[config.mk]
export PLATFORM = sky130hd
export DESIGN_NAME = fetch_queue
export DESIGN_NICKNAME = d
export VERILOG_FILES = /design/src/rtl/fetch_queue.sv
export SDC_FILE = /design/constraint.sdc
export NUM_CORES = 1
export LEC_CHECK = 0
export BUFFER_PORTS_ARGS = -buffer_cell sky130_fd_sc_hd__buf_2
export CORE_ASPECT_RATIO = 1.1
export CORE_MARGIN = 2
export CORE_UTILIZATION = 57
export CTS_BUF_LIST = sky130_fd_sc_hd__clkbuf_4 sky130_fd_sc_hd__clkbuf_8
export CTS_CLUSTER_SIZE = 14
export DETAILED_ROUTE_END_ITERATION = 10
export MAX_ROUTING_LAYER = met4
export PLACE_DENSITY = 0.87
export SYNTH_ARGS = -nofsm -noshare
export SYNTH_HDL_FRONTEND = slang
export SYNTH_SLANG_ARGS = --single-unit
export TNS_END_PERCENT = 50
[constraint.sdc]
create_clock -name clk -period 6.3 [get_ports clk]
set_clock_uncertainty 0.2 [all_clocks]
set_input_delay 0.315 -clock clk [delete_from_list [all_inputs] [get_ports clk]]
set_output_delay 0.315 -clock clk [all_outputs]
set_load 0.03 [all_outputs]
[src/rtl/fetch_queue.sv]
// fetch_queue: owns the PC, issues word fetches to instruction memory and buffers the
//   returned words in an in-order queue that feeds decode as {instr_pc, instr}.
// Latency: response -> instr_valid one cycle later (registered queue); with FETCH_BYPASS_EN
//   defined, an empty queue forwards the response word to decode in the same cycle.
// Backpressure: requests are credit limited, (queue count + outstanding) < DEPTH, and a pop
//   from a full queue frees its credit in the same cycle. A redirect flushes the queue and
//   holds requests off until all stale responses have been drained.
// Ports: clk, rst (sync, active high); imem_req/imem_addr/imem_ready request channel;
//   imem_rvalid/imem_rdata in-order responses; redir_valid/redir_pc redirect;
//   instr_valid/instr/instr_pc/dec_ready decode handshake.
// Optional feature macro: FETCH_BYPASS_EN (same-cycle memory-to-decode forwarding).
module fetch_queue #(
  parameter logic [31:0] RESET_VEC = 32'h0000_0000,
  parameter int          DEPTH     = 2
) (
  input  logic        clk,
  input  logic        rst,
  output logic        imem_req,
  output logic [31:0] imem_addr,
  input  logic        imem_ready,
  input  logic        imem_rvalid,
  input  logic [31:0] imem_rdata,
  input  logic        redir_valid,
  input  logic [31:0] redir_pc,
  output logic        instr_valid,
  output logic [31:0] instr,
  output logic [31:0] instr_pc,
  input  logic        dec_ready
);

  localparam int AW = $clog2(DEPTH);
  localparam int CW = AW + 1;
  localparam logic [CW:0] DEPTH_W = (CW+1)'(DEPTH);

  typedef enum logic {RUN, DRAIN} state_e;

  state_e          state_q, state_d;
  logic [31:0]     pc_q, pc_d;
  logic [AW-1:0]   head_q, head_d, tail_q, tail_d;
  logic [CW-1:0]   count_q, count_d;
  logic [CW-1:0]   out_q, out_d;
  logic [CW-1:0]   discard_q, discard_d;
  logic [AW-1:0]   pcf_wr_q, pcf_wr_d, pcf_rd_q, pcf_rd_d;

  logic [31:0]     q_instr_q [DEPTH];
  logic [31:0]     q_pc_q    [DEPTH];
  // Address of every issued request, popped in response order (kept or dropped alike).
  logic [31:0]     pcf_q     [DEPTH];

  logic            q_valid_w, qpop_w, byp_w, accept_w, push_w, credit_ok_w;
  logic [CW:0]     used_w;
  logic            unused_redir_lsb;

  assign unused_redir_lsb = ^redir_pc[1:0];

  assign q_valid_w = ~rst & (count_q != '0);

`ifdef FETCH_BYPASS_EN
  // Empty queue and nothing left to drop: the response can go straight to decode.
  assign byp_w = ~rst & (count_q == '0) & (discard_q == '0) & imem_rvalid;
`else
  assign byp_w = 1'b0;
`endif

  assign instr_valid = q_valid_w | (byp_w & ~redir_valid);
  assign instr       = byp_w ? imem_rdata        : q_instr_q[head_q];
  assign instr_pc    = byp_w ? pcf_q[pcf_rd_q]   : q_pc_q[head_q];

  // A pop is honoured even when a redirect flushes the rest of the queue.
  assign qpop_w = q_valid_w & dec_ready;

  // Slots already spoken for: buffered words (minus this cycle's pop) plus requests in flight.
  assign used_w      = {1'b0, count_q} + {1'b0, out_q} - {{CW{1'b0}}, qpop_w};
  assign credit_ok_w = used_w < DEPTH_W;

  assign imem_req  = ~rst & (state_q == RUN) & ~redir_valid & credit_ok_w;
  assign imem_addr = pc_q;
  assign accept_w  = imem_req & imem_ready;

  // Kept response is buffered unless a redirect flushes it or decode took it via the bypass.
  assign push_w = imem_rvalid & (discard_q == '0) & ~redir_valid & ~(byp_w & dec_ready);

  always_comb begin
    pc_d      = pc_q;
    head_d    = head_q;
    tail_d    = tail_q;
    count_d   = count_q;
    out_d     = out_q;
    discard_d = discard_q;
    pcf_wr_d  = pcf_wr_q;
    pcf_rd_d  = pcf_rd_q;
    state_d   = state_q;

    if (accept_w) begin
      pc_d     = pc_q + 32'd4;
      pcf_wr_d = pcf_wr_q + AW'(1);
    end
    if (imem_rvalid) begin
      pcf_rd_d = pcf_rd_q + AW'(1);
    end

    if (accept_w && !imem_rvalid)      out_d = out_q + CW'(1);
    else if (!accept_w && imem_rvalid) out_d = out_q - CW'(1);

    if (imem_rvalid && (discard_q != '0)) discard_d = discard_q - CW'(1);

    if (push_w) tail_d = tail_q + AW'(1);
    if (qpop_w) head_d = head_q + AW'(1);
    if (push_w && !qpop_w)      count_d = count_q + CW'(1);
    else if (!push_w && qpop_w) count_d = count_q - CW'(1);

    if (redir_valid) begin
      pc_d      = {redir_pc[31:2], 2'b00};
      count_d   = '0;
      head_d    = tail_q;
      discard_d = out_d;
    end

    case (state_q)
      RUN:     if (redir_valid && (discard_d != '0)) state_d = DRAIN;
      DRAIN:   if (discard_d == '0) state_d = RUN;
      default: state_d = RUN;
    endcase
  end

  always_ff @(posedge clk) begin
    if (rst) begin
      state_q   <= RUN;
      pc_q      <= RESET_VEC;
      head_q    <= '0;
      tail_q    <= '0;
      count_q   <= '0;
      out_q     <= '0;
      discard_q <= '0;
      pcf_wr_q  <= '0;
      pcf_rd_q  <= '0;
    end else begin
      state_q   <= state_d;
      pc_q      <= pc_d;
      head_q    <= head_d;
      tail_q    <= tail_d;
      count_q   <= count_d;
      out_q     <= out_d;
      discard_q <= discard_d;
      pcf_wr_q  <= pcf_wr_d;
      pcf_rd_q  <= pcf_rd_d;
    end
  end

  // Storage arrays carry no reset; validity is tracked by the counters and pointers above.
  always_ff @(posedge clk) begin
    if (push_w) begin
      q_instr_q[tail_q] <= imem_rdata;
      q_pc_q[tail_q]    <= pcf_q[pcf_rd_q];
    end
    if (accept_w) begin
      pcf_q[pcf_wr_q] <= pc_q;
    end
  end

endmodule

==> metrics <==
Post-Route Setup TNS 0 ps; Hold Path Sink imem_addr[6]; status completed; top_reg_cell synth edfxtp_1; GRT overflow 0; H-tree levels 2; WP data arrival ~4200 ps; critical path launch point rst; final hold vios 0; global-route wire length before repair around 29,000 um; gr usage total 0.220; Max VDD drop around 0.15 mV; Post-synth ARST share 0; hold_sp redir_valid; total number of vias 5,698; Min-Delay Path Class input pin to flop; final WL approximately 19,000 um; Synth area leader edfxtp_1; Nets between 900 and 1,000; top cell type's share of synthesized area 0.609; met3 Resource Use GR 0.0382; flop2flop setup slack 2160 ps; clock sinks about 230; CTS max path bufs 3; synthesized instance count slightly below 600; n_diodes 0; post-synthesis sequential area ratio 0.704; max-cap violation count 0; synthesized cell area about 0.009 mm2; total CTS buffers 36; Setup Crit Path Kind input pin to flop; final-report max-slew violation count 0; unrepaired setup endpoints after global routing false; die height roughly 140 um; Post-CTS Setup Inserts 0; Syn Area/Cell 15.5 um2; mean routed wirelength per cell about 18 um; Skew-Pair Late Insertion Delay about 490 ps; power density cells approximately 290 mW/mm2; routing usage on met2 0.393; core area between 0.015 and 0.02 mm2; num ports around 170; synth unique cells between 50 and 60; die area 0.0169 mm2; Die W between 100 and 150 um; Max Clock Freq roughly 240 MHz; vias per std cell roughly 5.4; initial antenna violation count 0; row count 48; RR Startpoint count_q[0]; CTS hold repair buffers 62; relative slew slack 0.276; crit end category flop; TritonCTS clock tree done; critical path peak fanout 39; DR iter-0 viols roughly 490; Post-DP HPWL ~12,000 um; Tcrit/Tclk final 0.664; drt pass-1 iters 4; largest net degree at the start of global routing 63; min cycle time layout roughly 4200 ps; GRT busiest layer met2; critical path launch point type input pin; leakage power roughly 4.1 nW; vias in the first global route roughly 5,800; worst hold path depth 3; EDFF count, synth 184; RD Place Congestion about 0.89; R2R depth 11; layout overhead on the synthesized area 25.0%; DR DRC count 0; worst endpoint required time between 6000 and 7000 ps; number of synthesis warnings 0; total power draw 3.32 mW; DRT antenna net count 0; Slew @ Worst Pin 1090 ps; root buffer cell clkbuf_8; met1 Usage GRT 0.250; # setup viols final 0; Yosys reg bits 227; CTS resizes 0; Initial Util 0.581; largest cells by area after synthesis edfxtp_1, mux2_2, dfxtp_1; Port Buffer Count roughly 160; Crit Reg-Reg Endpoint pcf_q[1][22]; layout cells sized above 1 0.390; clk slew on worst S/H paths ~60 ps
-- metal layers --
metal / vias to the layer above / wire length, um
met2: 217 / 9800
met5: - / 0
li1: 2680 / -
met1: 2759 / 7310
met3: 42 / 991
met4: 0 / 509
-- where the power goes --
| part | leakage [nW] | internal (mW) | switching (mW) |
|---|---|---|---|
| Sequential | 2.04 | 1.70 | 0.0426 |
| Combinational | 1.75 | 0.166 | 0.260 |
| Clock | 0.360 | 0.634 | 0.519 |
-- how the worst max path moves through the flow --
stage / end / slack, ps / cells past startpoint
floorplan: pcf_q[0][10] / 410 / 10
finish: pcf_q[1][22] / 2120 / 11
CTS: pcf_q[1][25] / 2130 / 11
global placement: pcf_q[1][21] / 1820 / 11
detailed placement: pcf_q[1][21] / 1640 / 11
global route: pcf_q[1][25] / 1880 / 11
-- stage by stage --
step                       util  hold WS, ps  worst slack (ps)  area, um2  cells
after global placement    0.644          286              1820      10100    926
after global routing      0.726         31.3              1880      11300   1051
after CTS                 0.726         33.3              2130      11300   1051
final                     0.726         57.5              2120      11300   1051
after floorplan               -          214               415       9080    588
after detailed placement  0.644          300              1640      10100    926
-- cell usage after synthesis, drive strengths merged, types with 2 or more instances --
| library cell | count |
|---|---|
| or4 | 2 |
| dfxtp | 43 |
| a211oi | 19 |
| o21ai | 12 |
| xor2 | 10 |
| a311oi | 2 |
| nand2 | 26 |
| ha | 5 |
| mux2 | 92 |
| o21bai | 2 |
| a31oi | 2 |
| or2 | 3 |
| nand2b | 3 |
| nand4 | 9 |
| nor3 | 10 |
| or3 | 5 |
| buf | 11 |
| edfxtp | 184 |
| nand3 | 8 |
| and4 | 2 |
| and2 | 3 |
| nor2 | 36 |
| xnor2 | 25 |
| inv | 11 |
| clkbuf | 21 |
| nor4 | 15 |
| and3 | 3 |
| a21oi | 9 |
-- flip-flops by register name, indices dropped and copies added (netlist names), named ones only --
| name | cells |
|---|---|
| q_instr_q | 64 |
| pcf_rd_q | 1 |
| count_q | 2 |
| tail_q | 1 |
| out_q | 2 |
| discard_q | 2 |
| imem_addr | 30 |
| pcf_wr_q | 1 |
| pcf_q | 60 |
| state_q | 1 |
| head_q | 1 |
| q_pc_q | 60 |
-- worst max-delay path: stages --
cell and delay (ps):
buf_2 570, nor2_1 140, nand2_1 160, inv_1 60, ha_1 260, nand2b_1 150, fa_1 380, xnor2_1 350
nor3_2 480, and2_1 920, buf_4 340
-- layout by cell type (no fill, tap or decap), drive strengths merged, types with 2 or more instances in the layout --
master       count
edfxtp         184
buf            170
mux2            92
dlygate4sd3     62
clkbuf          52
dfxtp           43
nor2            36
nand2           26
xnor2           25
a211oi          19
nor4            15
inv             12
o21ai           12
xor2            10
nor3            10
clkinv          10
a21oi            9
nand4            9
nand3            8
or3              5
ha               5
conb             4
nand2b           3
and3             3
and2             3
or2              3
a31oi            2
o21bai           2
a311oi           2
and4             2
or4              2
-- cell type report --
type | instances | area, um2
inverters | 11 | 41.3
well taps | 200 | 250
clock inverters | 11 | 48.8
clock buffers | 52 | 622
flip-flops and latches | 227 | 6390
fillers | 1007 | 4270
multi-input cells | 318 | 2500
repair buffers | 232 | 1490
-- cells by family (layout without fill, tap and decap cells) --
| kind of cell | after synthesis | count (layout) | share of synthesized area |
|---|---|---|---|
| xor gates and xnor gates | 35 | 35 | 0.0338 |
| adders and majority gates | 6 | 6 | 0.00910 |
| DFF | 227 | 227 | 0.704 |
| muxes | 93 | 93 | 0.115 |
| buffers and inverters | 43 | 306 | 0.0233 |
| other | 1 | 4 | 0.000413 |
| AOI/OAI and AO/OA | 50 | 50 | 0.0365 |
| and+or+nand+nor | 130 | 130 | 0.0778 |
Power figures use the tool's default switching activity.
